File: src/rtl/call_stack_ctrl.sv
// Return-address stack sequencer: arbitrates INT/CALL pushes and RET pops,
// owns the entry storage and pointer, and flags overflow/underflow.
module call_stack_ctrl #(
  parameter int AW   = 8,
  parameter int DLOG = 3
) (
  input  logic            Clk,
  input  logic            Rst,
  input  logic            INT_REQ,
  input  logic [AW-1:0]   INT_ADDR,
  input  logic            CALL_REQ,
  input  logic [AW-1:0]   CALL_ADDR,
  input  logic            RET_REQ,
  input  logic            ERR_CLR,
  output logic            BUSY,
  output logic            ACK,
  output logic [1:0]      GNT,
  output logic [AW-1:0]   RET_ADDR,
  output logic            RET_VALID,
  output logic [DLOG:0]   SP,
  output logic            FULL,
  output logic            EMPTY,
  output logic            OVF,
  output logic            UNF
);

  localparam int            DEPTH   = 1 << DLOG;
  localparam logic [DLOG:0] SP_MAX  = (DLOG+1)'(DEPTH);
  localparam logic [DLOG:0] SP_ONE  = (DLOG+1)'(1);
  localparam logic [DLOG-1:0] IDX_ONE = DLOG'(1);

  localparam logic [1:0] S_IDLE = 2'd0;
  localparam logic [1:0] S_PUSH = 2'd1;
  localparam logic [1:0] S_POP  = 2'd2;
  localparam logic [1:0] S_DONE = 2'd3;

  localparam logic [1:0] G_INT  = 2'b01;
  localparam logic [1:0] G_CALL = 2'b10;
  localparam logic [1:0] G_RET  = 2'b11;

  logic [1:0]      state;
  logic [1:0]      gnt;
  logic [DLOG:0]   sp;
  logic [AW-1:0]   ret_addr;
  logic            ret_valid;
  logic            ovf;
  logic            unf;
  logic [AW-1:0]   push_addr_p0;
  logic [AW-1:0]   mem [DEPTH];

  logic            full;
  logic            empty;
  logic [DLOG-1:0] wr_idx;
  logic [DLOG-1:0] top_idx;

  assign full    = (sp == SP_MAX);
  assign empty   = (sp == '0);
  assign wr_idx  = sp[DLOG-1:0];
  // At SP==DEPTH the low bits are zero, so subtracting one still lands on the top entry.
  assign top_idx = sp[DLOG-1:0] - IDX_ONE;

  // Control: arbitration, pointer, status and sticky errors
  always_ff @(posedge Clk) begin
    if (!Rst) begin
      state     <= S_IDLE;
      gnt       <= 2'b00;
      sp        <= '0;
      ret_addr  <= '0;
      ret_valid <= 1'b0;
      ovf       <= 1'b0;
      unf       <= 1'b0;
    end else begin
      ret_valid <= 1'b0;
      if (ERR_CLR) begin
        ovf <= 1'b0;
        unf <= 1'b0;
      end
      case (state)
        S_IDLE: begin
          if (INT_REQ) begin
            gnt   <= G_INT;
            state <= S_PUSH;
          end else if (CALL_REQ) begin
            gnt   <= G_CALL;
            state <= S_PUSH;
          end else if (RET_REQ) begin
            gnt   <= G_RET;
            state <= S_POP;
          end
        end
        S_PUSH: begin
          if (full) ovf <= 1'b1;
          else      sp  <= sp + SP_ONE;
          state <= S_DONE;
        end
        S_POP: begin
          if (empty) begin
            unf <= 1'b1;
          end else begin
            ret_addr  <= mem[top_idx];
            sp        <= sp - SP_ONE;
            ret_valid <= 1'b1;
          end
          state <= S_DONE;
        end
        default: state <= S_IDLE;
      endcase
    end
  end

  // Data: push operand capture and entry storage (not reset)
  always_ff @(posedge Clk) begin
    if (state == S_IDLE) push_addr_p0 <= INT_REQ ? INT_ADDR : CALL_ADDR;
    if (Rst && (state == S_PUSH) && !full) mem[wr_idx] <= push_addr_p0;
  end

  assign BUSY      = (state != S_IDLE);
  assign ACK       = (state == S_DONE);
  assign GNT       = gnt;
  assign RET_ADDR  = ret_addr;
  assign RET_VALID = ret_valid;
  assign SP        = sp;
  assign FULL      = full;
  assign EMPTY     = empty;
  assign OVF       = ovf;
  assign UNF       = unf;

endmodule
File: config.mk
export PLATFORM = sky130hd
export DESIGN_NAME = call_stack_ctrl
export DESIGN_NICKNAME = d
export VERILOG_FILES = /design/src/rtl/call_stack_ctrl.sv
export SDC_FILE = /design/constraint.sdc
export NUM_CORES = 1
export LEC_CHECK = 0
export BUFFER_PORTS_ARGS = -buffer_cell sky130_fd_sc_hd__clkbuf_2
export CORE_MARGIN = 2
export CORE_UTILIZATION = 55
export CTS_CLUSTER_SIZE = 16
export DETAILED_ROUTE_END_ITERATION = 6
export PLACE_DENSITY = 0.8
export SLEW_MARGIN = 0
export SYNTH_ARGS = -nofsm -noshare
export SYNTH_HDL_FRONTEND = slang
export SYNTH_SLANG_ARGS = --single-unit
File: constraint.sdc
create_clock -name Clk -period 3.26 [get_ports Clk]
set_clock_uncertainty 0.2 [all_clocks]
set_input_delay 0.163 -clock Clk [delete_from_list [all_inputs] [get_ports Clk]]
set_output_delay 0.163 -clock Clk [all_outputs]
set_load 0.1 [all_outputs]
* Word-level counts from Yosys, hierarchy flattened *
Memory sizes are Yosys's and may differ from the RTL's. A register that Yosys moved wholly into a read port is not among the register bits.
Index checks and enable logic that the tools add are counted.

word-level totals
  bits in registers = 19
  bits in latches = 0
  bits in writable memories = 64
  bits in read-only memories = 0
  input port bits = 22
  output and inout bits = 21
  logic and storage cells = 53
  memories kept = 1

memories
  memory  depth  bits a word  read ports  clocked after memory_dff  write ports  line  source
  mem     8      8            1           1                         1            49    logic [AW-1:0] mem [DEPTH];

cells by class
  add/sub/neg operators = 3
  $mul = 0
  divide/modulo/power cells = 0
  magnitude comparators = 0
  eq/ne operators = 7
  shift operators = 0
  muxes and demuxes = 20
  bitwise operators = 1
  reduce and logical (&&, ||, !) cells = 14

operators with widths
  kind                   count
  $mux W2                6
  $mux W1                9
  $mux W4                2
  $mux W8                1
  $pmux W4 S2            1
  $reduce_and A2 Y1      3
  $add A4 B1 Y4 const B  1
  $eq A2 B2 Y1 const B   2
  $eq A4 B4 Y1 const B   1
  $logic_not A4 Y1       1
  $ne A2 B2 Y1 const B   2
  $ne A4 B4 Y1 const B   1
  $pmux W2 S2            1
  $reduce_bool A2 Y1     2
  $sub A4 B1 Y4 const B  1
  $reduce_and A3 Y1      1
  $reduce_bool A3 Y1     1
  $sub A3 B1 Y3 const B  1
  $eq A2 B1 Y1 const B   1
  $logic_and A1 B1 Y1    2
  $logic_not A1 Y1       2
  $logic_not A2 Y1       1
  $reduce_or A2 Y1       1
  $not A1 Y1             1

* Longest topological paths before layout *
Gate-level depths: netlist of the first run.

  word-level depth = 5
  gate-level depth with buffers = 9
  depth with buffers taken out = 8

* Least setup slack after synthesis of the first run *
Ideal clock, no wire load.

  kind = register to register
  start point = register sp[0], in the netlist SP[0]
  end point = register ret_addr[6], in the netlist RET_ADDR[6], read port of mem
  arrival time = 4.181 ns
  slack = -1.183 ns
  cell stages (with the launch flop) = 8
  buffers on the path = 1
  clock period less this slack = 4.443 ns
  cell sequence = dfxtp_1 buf_6 inv_1 ha_1 nor3b_1 o21a_1 a222oi_1 inv_1

on the way
  elaborated cells on any way between the ends = 4
  classes of those cells = add/sub (1); bitwise (1); reduce/logical (2)

RTL lines
  item                    line  source
  from (decl)             43    logic [DLOG:0] sp;
  from (signal assigned)  93    else sp <= sp + SP_ONE;
  from (signal assigned)  101   sp <= sp - SP_ONE;
  $sub A3 B1 Y3           60    assign top_idx = sp[DLOG-1:0] - IDX_ONE;
  named net top_idx[0]    54    logic [DLOG-1:0] top_idx;
  to (decl)               44    logic [AW-1:0] ret_addr;

The timed path passes the listed nets, and every way through them passes these cells.
A chain may end at the register's enable or synchronous reset.

* Worst setup path in the final report of the first run *
  start point = register sp[1], in the netlist SP[1]
  end point = register ret_addr[6], in the netlist RET_ADDR[6], read port of mem

on the way
  cells in the longest elaborated chain, start to end = 3
  elaborated cells on any way between the ends = 4
  classes of those cells = add/sub (1); bitwise (1); reduce/logical (2)

RTL lines
  item
  parallel branches: the longest is 3 deep, another holds $sub A3 B1 Y3

Several ways; the timed one is not identified.

==> run_results.csv, run 1 <==
group,metric,value,unit
pwr,pwr-share-seq,41.1,%
pwr,p_int,0.00240,W
outcome,status,"complete, no violations",
critical_path,cp_max_fo,16,
place,place_congestion,0.857,
synthesis,synth_area_per_cell,15.7,um^2
finish,fillerInstances,447,
synthesis,synthAdderAreaFrac,2.65,%
floorplan,die_area,0.00755,mm^2
route,wl_per_cell,18.0,um
route,dr.pass1.iters,4,
synthesis,ys_seq_area_share,67.3,%
grt,first_global_vias,2152,
sta,worst_slew_pin_slew,0.861,ns
pwr,clock_power_share,20.4,%
grt,antenna_found_initial,0,
synthesis,yosysMostFrequentCell,"edfxtp_1",
floorplan,row_count,30,
grt,grt_pass1_wl,11300,um
place,place_ws,0.720,ns
synthesis,syn_nets,271,
route,vias,2263,
clock_tree,clkTransAtPathRegs,0.10,ns
sta,rsz0062_at_grt,"no",
route,vias_per_cell,5.69,
route,drc,0,
route,drt_wl_total,7180,um
floorplan,coreArea,0.00672,mm^2
synthesis,synthCells,241,
critical_path,crit_top_cell,"inv_1",
synthesis,synth_edf_count,72,
synthesis,synth_top_cells_by_area,"edfxtp_1 (57%), dfxtp_1 (10%), mux4_2 (9.5%), ha_1 (2.6%), mux2_2 (2.4%)",
pwr,power.density,905,mW/mm^2
grt,grt_max_degree,21,
clock_tree,tritoncts,"built",
synthesis,synth.area.mux_share,12.7,%
synthesis,yosys_warnings,0,
place,post-dp-hpwl,4530,um
clock_tree,cts_setup_buffers,0,
synthesis,synth_ff_type,"edfxtp_1",
pwr,ir_drop,0.000659,V
sta,fin_setup_tns,0,ns
finish,syn2layout_area_growth,19.3,%
clock_tree,numCtsBuffers,9,
clock_tree,clockRootBuffer,"clkbuf_8",
synthesis,ys_ff_latch,91,
sta,final.setup.worst_slack,0.711,ns
pwr,p_leak,1.68,nW
synthesis,synth_xor_xnor_area_share,0.695,%
run,cap_viol_max_count,0,
critical_path,crit_required,3.31,ns
floorplan,io_pins,43,
synthesis,synth_compound_area_share,4.93,%
pwr,combPwrFrac,38.5,%
clock_tree,insertion_delay,0.35,ns
critical_path,cpPeakStageDelay,0.77,ns
floorplan,start_util,56.3,%
synthesis,synth.distinct_cells,42,
synthesis,synth_top_family_by_area,"multiplexers",
synthesis,yosysTopAreaCellShare,57.2,%
sta,min_period,2.55,ns
place,dpl.cell_count,362,
critical_path,cp_cell_sequence,"inv_1, ha_1, mux4_2, a222oi_1, inv_1",
finish,drive_gt1_share,29.2,%
sta,finalSetupViolations,0,
floorplan,die_h,86.9,um
route,dr.first_iter.drc_count,207,
critical_path,crit_path_start_kind,"register",
sta,hold_viol,0,
floorplan,die_w,86.9,um
pwr,sw_frac_of_total,41.3,%
pwr,finalPower,0.00408,W
synthesis,synth_common_cells,"edfxtp_1 (72), nand2_1 (21), dfxtp_1 (19)",
clock_tree,htree_num_levels,3,
critical_path,crit_slowest_cell,"ha_1",
clock_tree,cts.sinks,91,
critical_path,criticalPathCategory,"reg2reg",
synthesis,synthesis.area,0.00378,mm^2
finish,fin_area,0.00451,mm^2
synthesis,synthSimpleGateAreaFrac,8.08,%
clock_tree,hold_buffers,20,
critical_path,endpoint_kind,"register",
sta,slew_headroom,42.6,%
critical_path,crit_arrival,2.60,ns
synthesis,synth_top_area_cell,"edfxtp_1",
clock_tree,cts_resized,0,
grt,track_usage,20.5,%
pwr,power_switching,0.00169,W
sta,fmax,392,MHz
grt,grt_remaining_overflow,0,
synthesis,ys_async_sr_fraction,0,%
finish,nNetsFinal,343,
clock_tree,cts_buffer_depth,2,
sta,finalCritPeriodShare,78.2,%
finish,fin_cells,398,
finish,diodes,0,
route,antenna_left,0,
place,place_area,0.00408,mm^2
min_path,hold_class,"in2reg",
sta,finalMaxSlewViolations,0,
place,portBuffers,42,
==> cell families (layout without fill, tap and decap cells) <==
kind of cell	after synthesis	in the layout
and+or+nand+nor	60	60
adders and majority gates	8	8
DFF	91	91
buffers and inverters	24	101
AOI/OAI and AO/OA	28	28
xor gates and xnor gates	3	3
muxes	27	27
==> worst max-delay path: cells and delay by family, from the launching register on <==
family / cells / cell delay [ns]
buf+inv: 2 / 0.17
mux: 1 / 0.41
flops: 1 / 0.54
compound gates: 1 / 0.36
fa+ha+maj: 1 / 0.77
==> through the flow <==
step | util (%) | hold slack, ns
2_1_floorplan | - | 0.168
3_3_place_gp | 60.8 | 0.225
3_5_place_dp | 60.8 | 0.229
4_1_cts | 67.1 | 0.0267
5_1_grt | 67.1 | 0.109
6_report | 67.1 | 0.0530
==> flip-flops by register name, indices dropped and copies added (netlist names) <==
name	count
OVF	1
RET_ADDR	8
push_addr_p0	8
SP	4
RET_VALID	1
state	2
mem	64
UNF	1
GNT	2
==> power by group through the flow <==
stage	clock network, W	registers, W	logic [W]
floorplan	0	0.00199	0.000996
global placement	0	0.00169	0.00151
detailed placement	0	0.00171	0.00154
CTS	0.000840	0.00168	0.00157
global route	0.000889	0.00170	0.00167
finish	0.000832	0.00168	0.00157
==> per-layer routing <==
layer	vias to the layer above	part of all wire (%)	wire length [um]	track usage, %
met5	-	0	0	0
met4	0	0.43	31	4.26
met3	2	8.2	590	4.45
met2	99	50	3560	33.3
met1	1101	42	3000	29.0
li1	1061	-	-	-
==> layout by cell type, fill, tap and decap left out, drive strengths merged, types with 2 or more instances in the layout <==
| master | synthesis | routed |
|---|---|---|
| a21oi | 5 | 5 |
| a22oi | 9 | 9 |
| buf | 6 | 9 |
| clkbuf | 4 | 52 |
| clkinv | 0 | 2 |
| dfxtp | 19 | 19 |
| dlygate4sd3 | 0 | 20 |
| edfxtp | 72 | 72 |
| ha | 8 | 8 |
| inv | 14 | 17 |
| mux2 | 8 | 8 |
| mux2i | 3 | 3 |
| mux4 | 16 | 16 |
| nand2 | 21 | 21 |
| nand2b | 3 | 3 |
| nand3b | 3 | 3 |
| nand4 | 3 | 3 |
| nor2 | 14 | 14 |
| nor3 | 3 | 3 |
| nor3b | 3 | 3 |
| o21ai | 7 | 7 |
| xnor2 | 2 | 2 |
==> layout make-up <==
class | instances | area, um^2 | share of cell area, %
Clock buffer | 10 | 149 | 3.30
Clock inverter | 6 | 78.8 | 1.75
Inverter | 14 | 52.6 | 1.17
Multi-Input combinational cell | 126 | 1110 | 24.6
Sequential cell | 91 | 2540 | 56.4
Tap cell | 80 | 100 | 2.22
Timing Repair Buffer | 71 | 478 | 10.6
==> worst paths after layout <==
check              start          end  slack (ns)  cells past startpoint
max                SP[1]  RET_ADDR[6]        0.71                      5
max reg2reg        SP[1]  RET_ADDR[6]        0.71                      5
min reg2reg  RET_ADDR[3]  RET_ADDR[3]        0.24                      2
min             CALL_REQ       GNT[1]        0.05                      3
No activity file was read; power rests on OpenSTA's default activity.
==> run 2, diff against run 1 <==
==> constraint.sdc (replaced) <==
create_clock -name Clk -period 2.5 [get_ports Clk]
set_clock_uncertainty 0.2 [all_clocks]
set_input_delay 0.125 -clock Clk [delete_from_list [all_inputs] [get_ports Clk]]
set_output_delay 0.125 -clock Clk [all_outputs]
set_load 0.1 [all_outputs]
==> run 2 against run 1 <==
Net effect:
- via count is 0.62% lower
- core utilization rose by 0.97 points
- sequential share of layout area shrank 0.58 points
- global-route usage down 1.1 points
- highest routed layer unchanged
- critical path type unchanged
==> run_results.csv, run 2 (synthesis results as in run 1) <==
group,metric,value,unit
route,drc,0,
sta,final.setup.worst_slack,0.351,ns
min_path,holdPathStages,2,
run,cap_viol_max_count,0,
critical_path,timing.rr.start,"state[0]",
pwr,combPwrFrac,38.7,%
clock_tree,tritoncts,"built",
grt,first_global_vias,2183,
floorplan,row_count,30,
finish,fin_util,68.1,%
min_path,hold_start,"INT_REQ",
clock_tree,clockRootBuffer,"clkbuf_8",
grt,antenna_found_initial,0,
pwr,power.density,1190,mW/mm^2
min_path,hold_end,"GNT[1]",
place,post-dp-hpwl,4310,um
finish,drive_gt1_share,32.6,%
finish,largest_reg_flops,64,
place,portBuffers,42,
route,vias_per_cell,5.59,
place,place_congestion,0.803,
critical_path,regToRegEndpoint,"SP[3]",
clock_tree,htree_num_levels,3,
critical_path,cp_cell_sequence,"inv_1, ha_1, or3b_1, a211o_1, a32oi_1, nand4b_1",
finish,final_common_cell,"edfxtp_1",
sta,finalCritPeriodShare,86.0,%
place,place_area,0.00414,mm^2
clock_tree,clkTransAtPathRegs,0.09,ns
floorplan,coreArea,0.00672,mm^2
pwr,p_int,0.00322,W
critical_path,regToRegSetupSlack,0.35,ns
pwr,power_switching,0.00220,W
outcome,status,"complete, no violations",
finish,layout_common_cells,"edfxtp_1 (72), clkbuf_2 (42), nand2_1 (21), dlygate4sd3_1 (21), mux4_2 (16)",
sta,worst_slew_pin_slew,0.549,ns
finish,fillerInstances,447,
clock_tree,cts_resized,0,
floorplan,die_area,0.00755,mm^2
grt,grt_max_degree,17,
pwr,clock_power_share,20.2,%
route,dr.first_iter.drc_count,163,
floorplan,start_util,56.3,%
route,dr.pass1.iters,4,
clock_tree,cts.sinks,91,
route,wl_per_cell,16.9,um
critical_path,endpoint_kind,"register",
finish,multi_input_area,0.00113,mm^2
critical_path,crit_family,"simple AND/OR/NAND/NOR gates",
min_path,hold_class,"in2reg",
floorplan,die_w,86.9,um
critical_path,cp_num_cells,6,
route,drt_wl_total,6790,um
clock_tree,insertion_delay,0.34,ns
clock_tree,numCtsBuffers,9,
finish,regArea,0.00255,mm^2
critical_path,crit_path_start_kind,"register",
sta,fmax,465,MHz
pwr,sw_frac_of_total,40.7,%
place,place_ws,0.382,ns
finish,syn2layout_area_growth,21.1,%
route,antenna_left,0,
pwr,pwr-share-seq,41.2,%
critical_path,reg2regPathDepth,6,
sta,fin_setup_tns,0,ns
sta,hold_viol,0,
critical_path,path_buf_inv,1,
floorplan,io_pins,43,
critical_path,criticalPathCategory,"reg2reg",
sta,finalMaxSlewViolations,0,
pwr,p_leak,1.70,nW
critical_path,cpPeakStageDelay,0.38,ns
sta,slew_headroom,63.5,%
route,vias,2249,
critical_path,crit_slowest_cell,"or3b_1",
finish,fin_area,0.00458,mm^2
critical_path,crit_arrival,2.17,ns
critical_path,crit_required,2.52,ns
pwr,ir_drop,0.000946,V
sta,finalSetupViolations,0,
finish,nNetsFinal,347,
clock_tree,cts_buffer_depth,2,
finish,top_register,"mem",
grt,grt_remaining_overflow,0,
floorplan,die_h,86.9,um
sta,min_period,2.15,ns
grt,grt_pass1_wl,10800,um
critical_path,cp_max_fo,9,
grt,track_usage,19.4,%
sta,rsz0062_at_grt,"no",
finish,diodes,0,
[run 2: changes by cell type in the layout (fill, tap and decap cells not counted), sizes merged]
cell         change
clkinv           -2
clkinvlp         +1
dlygate4sd3      +1
bufinv           +1
buf              +3
[run 2: cell type report]
| class | instances | area share [%] |
|---|---|---|
| Sequential cell | 91 | 55.8 |
| Tap cell | 80 | 2.19 |
| Multi-Input combinational cell | 126 | 24.8 |
| Inverter | 14 | 1.20 |
| Clock inverter | 6 | 2.11 |
| Timing Repair Buffer | 75 | 11.2 |
| Clock buffer | 10 | 2.79 |
[run 2: worst max-delay path by stage]
stage          slack (ns)          end     start
5_1_grt              0.18        SP[2]  state[0]
4_1_cts              0.35         BUSY  state[0]
2_1_floorplan        0.01  RET_ADDR[6]     SP[0]
3_3_place_gp         0.46        SP[2]  state[0]
3_5_place_dp         0.38        SP[2]  state[0]
6_report             0.35        SP[3]  state[0]
[run 2: layer usage]
layer,part of all wire [%],track usage (%),vias up
met2,50,32.1,79
met4,0.59,5.97,0
li1,-,-,1073
met5,0,0,-
met3,5.2,4.27,2
met1,44,25.9,1095
[run 2: power groups by stage]
stage               combinational (W)  clock [W]  sequential [W]
floorplan                     0.00133          0         0.00261
global placement              0.00203          0         0.00224
detailed placement            0.00205          0         0.00226
CTS                           0.00210    0.00113         0.00223
global route                  0.00221    0.00117         0.00227
finish                        0.00210    0.00109         0.00223
[run 2: stage by stage]
step / cells / total power [W] / hold WS (ns)
floorplan: 241 / 0.00394 / 0.130
global placement: 365 / 0.00427 / 0.223
detailed placement: 365 / 0.00432 / 0.230
CTS: 402 / 0.00545 / 0.0272
global route: 402 / 0.00565 / 0.0809
finish: 402 / 0.00542 / 0.0602
[run 2: timing repair]
item                                   CTS  global route
endpoints found under the hold margin   15             0
buffers inserted                         0             0
hold buffers                            21             0
